File: src/rtl/ht_clear_ctrl_pkg.sv
// ht_clear_ctrl_pkg: shared types and defaults for the hash table clear controller.
//   ht_clear_state_t        - sequencing states of the clear controller
//   HT_INFLIGHT_WIDTH_DEF   - default width of the outstanding-task counter
package ht_clear_ctrl_pkg;

  localparam int unsigned HT_INFLIGHT_WIDTH_DEF = 6;

  typedef enum logic [1:0] {
    CLR_START = 2'd0,
    WAIT_CLR  = 2'd1,
    RUN       = 2'd2,
    DRAIN     = 2'd3
  } ht_clear_state_t;

endpackage

File: src/rtl/ht_clear_ctrl_if.sv
// ht_clear_ctrl_if: task handshake between the external task source, the clear
// controller and the calc_hash stage, plus the result-accepted strobe.
//   task_valid_i / task_ready_o : upstream side (ready is gated by the controller)
//   task_valid_o / task_ready_i : calc_hash side (valid is gated by the controller)
//   res_fire_i                  : result accepted at ht_res_out (valid & ready)
// The slave modport is the controller's view; master is the environment's view.
interface ht_clear_ctrl_if;

  logic task_valid_i;
  logic task_ready_o;
  logic task_valid_o;
  logic task_ready_i;
  logic res_fire_i;

  modport slave (
    input  task_valid_i,
    input  task_ready_i,
    input  res_fire_i,
    output task_ready_o,
    output task_valid_o
  );

  modport master (
    output task_valid_i,
    output task_ready_i,
    output res_fire_i,
    input  task_ready_o,
    input  task_valid_o
  );

endinterface

File: src/rtl/ht_clear_ctrl.sv
// ht_clear_ctrl: sequences head/data table clears after reset and on runtime
// clear requests, gating the task stream while a clear is in progress and
// counting outstanding tasks so a runtime clear can drain the pipeline first.
//   clk_i, rst_i          - clock, asynchronous active-high reset
//   task_if (slave)       - gated task handshake and result-accepted strobe
//   clear_req_i           - runtime clear request (sampled only in RUN)
//   head/data_clear_run_o - one-cycle clear start pulses to the tables
//   head/data_clear_done_i- clear completion from the tables (pulse or level)
//   init_done_o           - first clear after reset has completed (sticky)
//   busy_o                - controller is not in RUN
//   inflight_o            - outstanding task count
//   underflow_o           - sticky: result seen with no outstanding task
module ht_clear_ctrl
  import ht_clear_ctrl_pkg::*;
#(
  parameter int unsigned INFLIGHT_WIDTH = HT_INFLIGHT_WIDTH_DEF
) (
  input  logic                      clk_i,
  input  logic                      rst_i,
  ht_clear_ctrl_if.slave            task_if,
  input  logic                      clear_req_i,
  output logic                      head_clear_run_o,
  input  logic                      head_clear_done_i,
  output logic                      data_clear_run_o,
  input  logic                      data_clear_done_i,
  output logic                      init_done_o,
  output logic                      busy_o,
  output logic [INFLIGHT_WIDTH-1:0] inflight_o,
  output logic                      underflow_o
);

  localparam logic [INFLIGHT_WIDTH-1:0] LP_INFLIGHT_MAX = {INFLIGHT_WIDTH{1'b1}};
  localparam logic [INFLIGHT_WIDTH-1:0] LP_INFLIGHT_ONE = INFLIGHT_WIDTH'(1);

  ht_clear_state_t             r_state;
  logic                        r_head_run;
  logic                        r_data_run;
  logic                        r_head_done;
  logic                        r_data_done;
  logic                        r_init_done;
  logic                        r_busy;
  logic [INFLIGHT_WIDTH-1:0]   r_inflight;
  logic                        r_underflow;

  logic                        w_gate_open;
  logic                        w_task_valid;
  logic                        w_task_ready;
  logic                        w_accept;
  logic                        w_head_seen;
  logic                        w_data_seen;
  logic                        w_pulse_cycle;

  // Gate closes in the same cycle a clear is requested and when the counter is full.
  assign w_gate_open  = (r_state == RUN) && !clear_req_i && (r_inflight != LP_INFLIGHT_MAX);
  assign w_task_valid = w_gate_open & task_if.task_valid_i;
  assign w_task_ready = w_gate_open & task_if.task_ready_i;
  assign w_accept     = w_task_valid & task_if.task_ready_i;

  // Done inputs count together with the sticky flags, so a same-cycle pair completes the wait.
  assign w_head_seen   = r_head_done | head_clear_done_i;
  assign w_data_seen   = r_data_done | data_clear_done_i;
  // The run pulse is only high during the first WAIT_CLR cycle; done inputs there are ignored.
  assign w_pulse_cycle = r_head_run;

  // Sequencing FSM, outstanding-task counter and registered status outputs.
  always_ff @(posedge clk_i or posedge rst_i) begin
    if (rst_i) begin
      r_state     <= CLR_START;
      r_head_run  <= 1'b0;
      r_data_run  <= 1'b0;
      r_head_done <= 1'b0;
      r_data_done <= 1'b0;
      r_init_done <= 1'b0;
      r_busy      <= 1'b1;
      r_inflight  <= '0;
      r_underflow <= 1'b0;
    end else begin
      r_head_run <= 1'b0;
      r_data_run <= 1'b0;

      // Simultaneous accept and result leave the count unchanged.
      unique case ({w_accept, task_if.res_fire_i})
        2'b10: r_inflight <= r_inflight + LP_INFLIGHT_ONE;
        2'b01: begin
          if (r_inflight == '0) begin
            r_underflow <= 1'b1;
          end else begin
            r_inflight <= r_inflight - LP_INFLIGHT_ONE;
          end
        end
        default: begin
        end
      endcase

      unique case (r_state)
        CLR_START: begin
          r_head_done <= 1'b0;
          r_data_done <= 1'b0;
          r_head_run  <= 1'b1;
          r_data_run  <= 1'b1;
          r_state     <= WAIT_CLR;
        end
        WAIT_CLR: begin
          if (!w_pulse_cycle) begin
            r_head_done <= w_head_seen;
            r_data_done <= w_data_seen;
            if (w_head_seen && w_data_seen) begin
              r_state     <= RUN;
              r_busy      <= 1'b0;
              r_init_done <= 1'b1;
            end
          end
        end
        RUN: begin
          if (clear_req_i) begin
            r_state <= DRAIN;
            r_busy  <= 1'b1;
          end
        end
        DRAIN: begin
          if (r_inflight == '0) begin
            r_state <= CLR_START;
          end
        end
        default: begin
          r_state <= CLR_START;
          r_busy  <= 1'b1;
        end
      endcase
    end
  end

  assign task_if.task_valid_o = w_task_valid;
  assign task_if.task_ready_o = w_task_ready;
  assign head_clear_run_o     = r_head_run;
  assign data_clear_run_o     = r_data_run;
  assign init_done_o          = r_init_done;
  assign busy_o               = r_busy;
  assign inflight_o           = r_inflight;
  assign underflow_o          = r_underflow;

endmodule

File: src/flat_wrapper.sv
// flat-port wrapper written by rule: the top's interface ports become plain ports
module ht_clear_ctrl_flat import ht_clear_ctrl_pkg::*;
#(
  parameter int unsigned INFLIGHT_WIDTH = HT_INFLIGHT_WIDTH_DEF
)
  (clk_i, rst_i, clear_req_i, head_clear_run_o, head_clear_done_i, data_clear_run_o, data_clear_done_i, init_done_o, busy_o, inflight_o, underflow_o, task_if_task_valid_i, task_if_task_ready_i, task_if_res_fire_i, task_if_task_ready_o, task_if_task_valid_o);
  ht_clear_ctrl_if task_if_i ();
  input  logic clk_i;
  input  logic rst_i;
  input  logic clear_req_i;
  output logic head_clear_run_o;
  input  logic head_clear_done_i;
  output logic data_clear_run_o;
  input  logic data_clear_done_i;
  output logic init_done_o;
  output logic busy_o;
  output logic [INFLIGHT_WIDTH-1:0] inflight_o;
  output logic underflow_o;
  input wire logic [$bits(task_if_i.task_valid_i)-1:0] task_if_task_valid_i;
  input wire logic [$bits(task_if_i.task_ready_i)-1:0] task_if_task_ready_i;
  input wire logic [$bits(task_if_i.res_fire_i)-1:0] task_if_res_fire_i;
  output wire logic [$bits(task_if_i.task_ready_o)-1:0] task_if_task_ready_o;
  output wire logic [$bits(task_if_i.task_valid_o)-1:0] task_if_task_valid_o;
  assign task_if_i.task_valid_i = task_if_task_valid_i;
  assign task_if_i.task_ready_i = task_if_task_ready_i;
  assign task_if_i.res_fire_i = task_if_res_fire_i;
  assign task_if_task_ready_o = task_if_i.task_ready_o;
  assign task_if_task_valid_o = task_if_i.task_valid_o;
  ht_clear_ctrl #(.INFLIGHT_WIDTH(INFLIGHT_WIDTH)) u_core (.clk_i(clk_i), .rst_i(rst_i), .task_if(task_if_i), .clear_req_i(clear_req_i), .head_clear_run_o(head_clear_run_o), .head_clear_done_i(head_clear_done_i), .data_clear_run_o(data_clear_run_o), .data_clear_done_i(data_clear_done_i), .init_done_o(init_done_o), .busy_o(busy_o), .inflight_o(inflight_o), .underflow_o(underflow_o));
endmodule
File: config.mk
export PLATFORM = sky130hd
export DESIGN_NAME = ht_clear_ctrl_flat
export DESIGN_NICKNAME = d
export VERILOG_FILES = /design/src/rtl/ht_clear_ctrl_pkg.sv /design/src/rtl/ht_clear_ctrl_if.sv /design/src/rtl/ht_clear_ctrl.sv /design/src/flat_wrapper.sv
export SDC_FILE = /design/constraint.sdc
export NUM_CORES = 1
export LEC_CHECK = 0
export ABC_CLOCK_PERIOD_IN_PS = 4200
export BUFFER_PORTS_ARGS = -buffer_cell sky130_fd_sc_hd__clkbuf_2
export CAP_MARGIN = 40
export CORE_MARGIN = 8
export CORE_UTILIZATION = 38
export CTS_CLUSTER_DIAMETER = 40
export DETAILED_ROUTE_END_ITERATION = 8
export GPL_ROUTABILITY_DRIVEN = 0
export SLEW_MARGIN = 0
export SYNTH_ARGS = -nofsm -noshare
export SYNTH_HDL_FRONTEND = slang
export SYNTH_SLANG_ARGS = --single-unit
export TNS_END_PERCENT = 100
File: constraint.sdc
create_clock -name clk_i -period 4.2 [get_ports clk_i]
set_clock_uncertainty 0.05 [all_clocks]
set_input_delay 0.42 -clock clk_i [delete_from_list [all_inputs] [get_ports clk_i]]
set_output_delay 0.42 -clock clk_i [all_outputs]
set_load 0.03 [all_outputs]
==> summary.txt <==
Setup path
  • Worst reg-to-reg path cell count: 11
  • Startpoint Class: flip-flop
  • Crit. End Element: flip-flop
  • Setup Crit Path Kind: flip-flop to flip-flop
  • CP arrival: 2.86 ns
  • Required @ worst endpoint: 4.37 ns
  • CP Max Fanout: 6

Routing
  • DR vias: 682
  • Initial DRC count: 24
  • Overall routed net length: 1.84 mm
  • Routed Antenna Nets: 0
  • DR vias/cell: 5.09
  • 1st-pass router iterations: 4
  • WL per Instance: 13.7 um
  • DRC violations left: 0

Clock tree
  • CTS tree: done
  • CTS buffer count: 3
  • CTS Buffer Depth: 2
  • H-Tree Level Count: 1
  • Clk_lat worst skew: 0.29 ns
  • Clk root buf: clkbuf_4
  • Post-cts sizing count: 0
  • Postcts setup bufs: 0
  • Clock sink total: 14
  • CTS Hold Bufs: 0
  • Clock transition at path regs: 0.09 ns

Yosys
  • Main synth FF type: dfrtp_1
  • Adder-Cell Fraction of Synth Area: 0.149
  • Post-synthesis async set-or-reset flop share: 1.00
  • Synth warn: 0
  • Gate Count Post-Synth: 84
  • Syn nets: 102
  • Xor/xnor cell area share of the yosys netlist: 0.0493
  • Compound-Gate Fraction of Synth Area: 0.135
  • Count of different cell masters after synthesis: 33
  • Number of synthesized flops with an enable pin: 0
  • Simple-gate share of the synthesized area: 0.113
  • Largest family of logic cells by synthesized area: adder cells
  • Synth Cell Area: 888 um^2
  • Post-synthesis mux area share: 0.103
  • Post-synthesis sequential area ratio: 0.396
  • Syn avg cell area: 10.6 um^2
  • Flops & latches, synth: 14

Power and ir drop
  • P_leak: 0.529 nW
  • Pwr Density: 848 nW/um^2
  • Peak supply drop: 0.000423 V
  • Total power: 0.000882 W

STA
  • Fin crit period: 2.69 ns
  • Worst Max-Slew Pin Slew: 0.553 ns
  • Final hold violations: 0
  • Max Freq: 372 MHz
  • RSZ-0062 raised after global routing: false
  • Slew Viols, Final: 0
  • Max-slew headroom: 0.631
  • Sum Neg Setup Slack: 0 ns
  • Final period util: 0.640
  • Setup violators final: 0

Die
  • Initial core utilization: 0.402
  • Ports: 21
  • Core region area: 2210 um^2
  • Die Span Y: 64.4 um
  • Die area: 4140 um^2
  • Die X: 64.4 um
  • Row count: 17

Place
  • IO Port Bufs: 20
  • HPWL Detailed: 1.44 mm

Cells and area
  • Commonest non-fill, non-tap cell in the layout: clkbuf_2
  • Final Util: 0.471
  • Register area: 352 um^2
  • Ant. Diodes: 0
  • Most frequent cells in the layout: clkbuf_2 (20), dfrtp_1 (13), ha_1 (9)
  • Footprint of the multi-input gates: 488 um^2
  • Number of fillers in the final layout: 215
  • Share of layout cells above drive strength 1: 0.311
  • Final nets: 125
  • P&R area growth vs syn: 17.2%

Global route
  • Largest net degree at the start of global routing: 15
  • Total GRT Usage: 0.0998
  • Initial antenna violation count: 0
  • Vias in the first global route: 701
  • Grt ovf: 0
  • First-pass GRT wire length: 3.25 mm

Job
  • # Max-Cap Violations: 0

Run status
  • Status: finished, final reports clean

Hold path
  • Type of the worst min-delay path: input pin to async pin
## cell usage after synthesis, types with 2 or more instances
cell type / instances / area, um^2
inv_1: 8 / 30.0
a21o_1: 2 / 15.0
o22ai_1: 2 / 12.5
a21oi_1: 7 / 35.0
mux2i_1: 2 / 20.0
nand2_1: 3 / 11.3
xnor2_1: 3 / 26.3
o21ai_0: 3 / 15.0
nor2_1: 6 / 22.5
ha_1: 9 / 113
dfrtp_1: 13 / 325
xor2_1: 2 / 17.5
mux2_4: 4 / 60.1
## report_power, final
part           leakage (nW)  switching [W]  total, W  internal, W
Clock                0.0210      0.0000487  0.000102    0.0000528
Sequential            0.160      0.0000734  0.000275     0.000202
Combinational         0.348       0.000284  0.000505     0.000221
## cell families (layout without fill, tap and decap cells)
family	Yosys count	count (layout)
AO/OA/AOI/OAI	19	19
AND/OR/NAND/NOR	19	19
flip-flops	14	14
adder cells (fa/ha/maj)	10	10
buffers and inverters	10	32
multiplexers	7	7
XOR/XNOR	5	5
## stage by stage
| step | setup WS (ns) | hold WS (ns) | area [um^2] | cells |
|---|---|---|---|---|
| floorplan | 1.76 | 0.259 | 888 | 84 |
| global placement | 1.69 | 0.400 | 1000 | 130 |
| detailed placement | 1.58 | 0.406 | 1000 | 130 |
| CTS | 1.56 | 0.112 | 1040 | 134 |
| global route | 1.31 | 0.146 | 1040 | 134 |
| finish | 1.51 | 0.0937 | 1040 | 134 |
## critical path: stages (launching register included)
cell and delay (ns):
dfrtp_1 0.41, inv_1 0.12, ha_1 0.19, and2b_1 0.18, o211ai_2 0.11, and2_1 0.25, ha_1 0.33, a211oi_1 0.27
o21bai_1 0.11, a21oi_1 0.21, mux2i_1 0.24, xnor2_1 0.13
## per-layer routing
| metal | global-route usage | vias up | routed length [um] | part of all wire |
|---|---|---|---|---|
| met5 | 0 | - | 0 | 0 |
| met1 | 0.123 | 328 | 851 | 0.46 |
| met4 | 0.0545 | 0 | 46 | 0.025 |
| met2 | 0.137 | 17 | 797 | 0.43 |
| met3 | 0.0505 | 4 | 143 | 0.078 |
| li1 | - | 333 | - | - |
## state kept, by name, summed over array words and instances, names as in the netlist
| register | count |
|---|---|
| u_core.r_head_done | 1 |
| u_core.r_state | 2 |
| u_core.r_data_done | 1 |
| u_core.busy_o | 1 |
| u_core.underflow_o | 1 |
| u_core.inflight_o | 6 |
| u_core.init_done_o | 1 |
| u_core.head_clear_run_o | 1 |
## layout make-up
class / instances / share of cell area
clock buffers: 4 / 0.0349
repair buffers: 20 / 0.0962
multi-input cells: 60 / 0.469
well taps: 28 / 0.0337
inverters: 8 / 0.0288
flip-flops and latches: 14 / 0.338
## path summary, 6_finish.rpt
path,start,endpoint,slack (ns)
max,u_core.r_state[0],u_core.inflight_o[5],1.51
min,rst_i,u_core.inflight_o[2],0.09
max reg2reg,u_core.r_state[0],u_core.inflight_o[5],1.51
min reg2reg,u_core.init_done_o,u_core.init_done_o,0.43
max in group asynchronous,rst_i,u_core.busy_o,3.64
min in group clk_i,clear_req_i,u_core.busy_o,0.34
No activity file was read; power rests on OpenSTA's default activity.
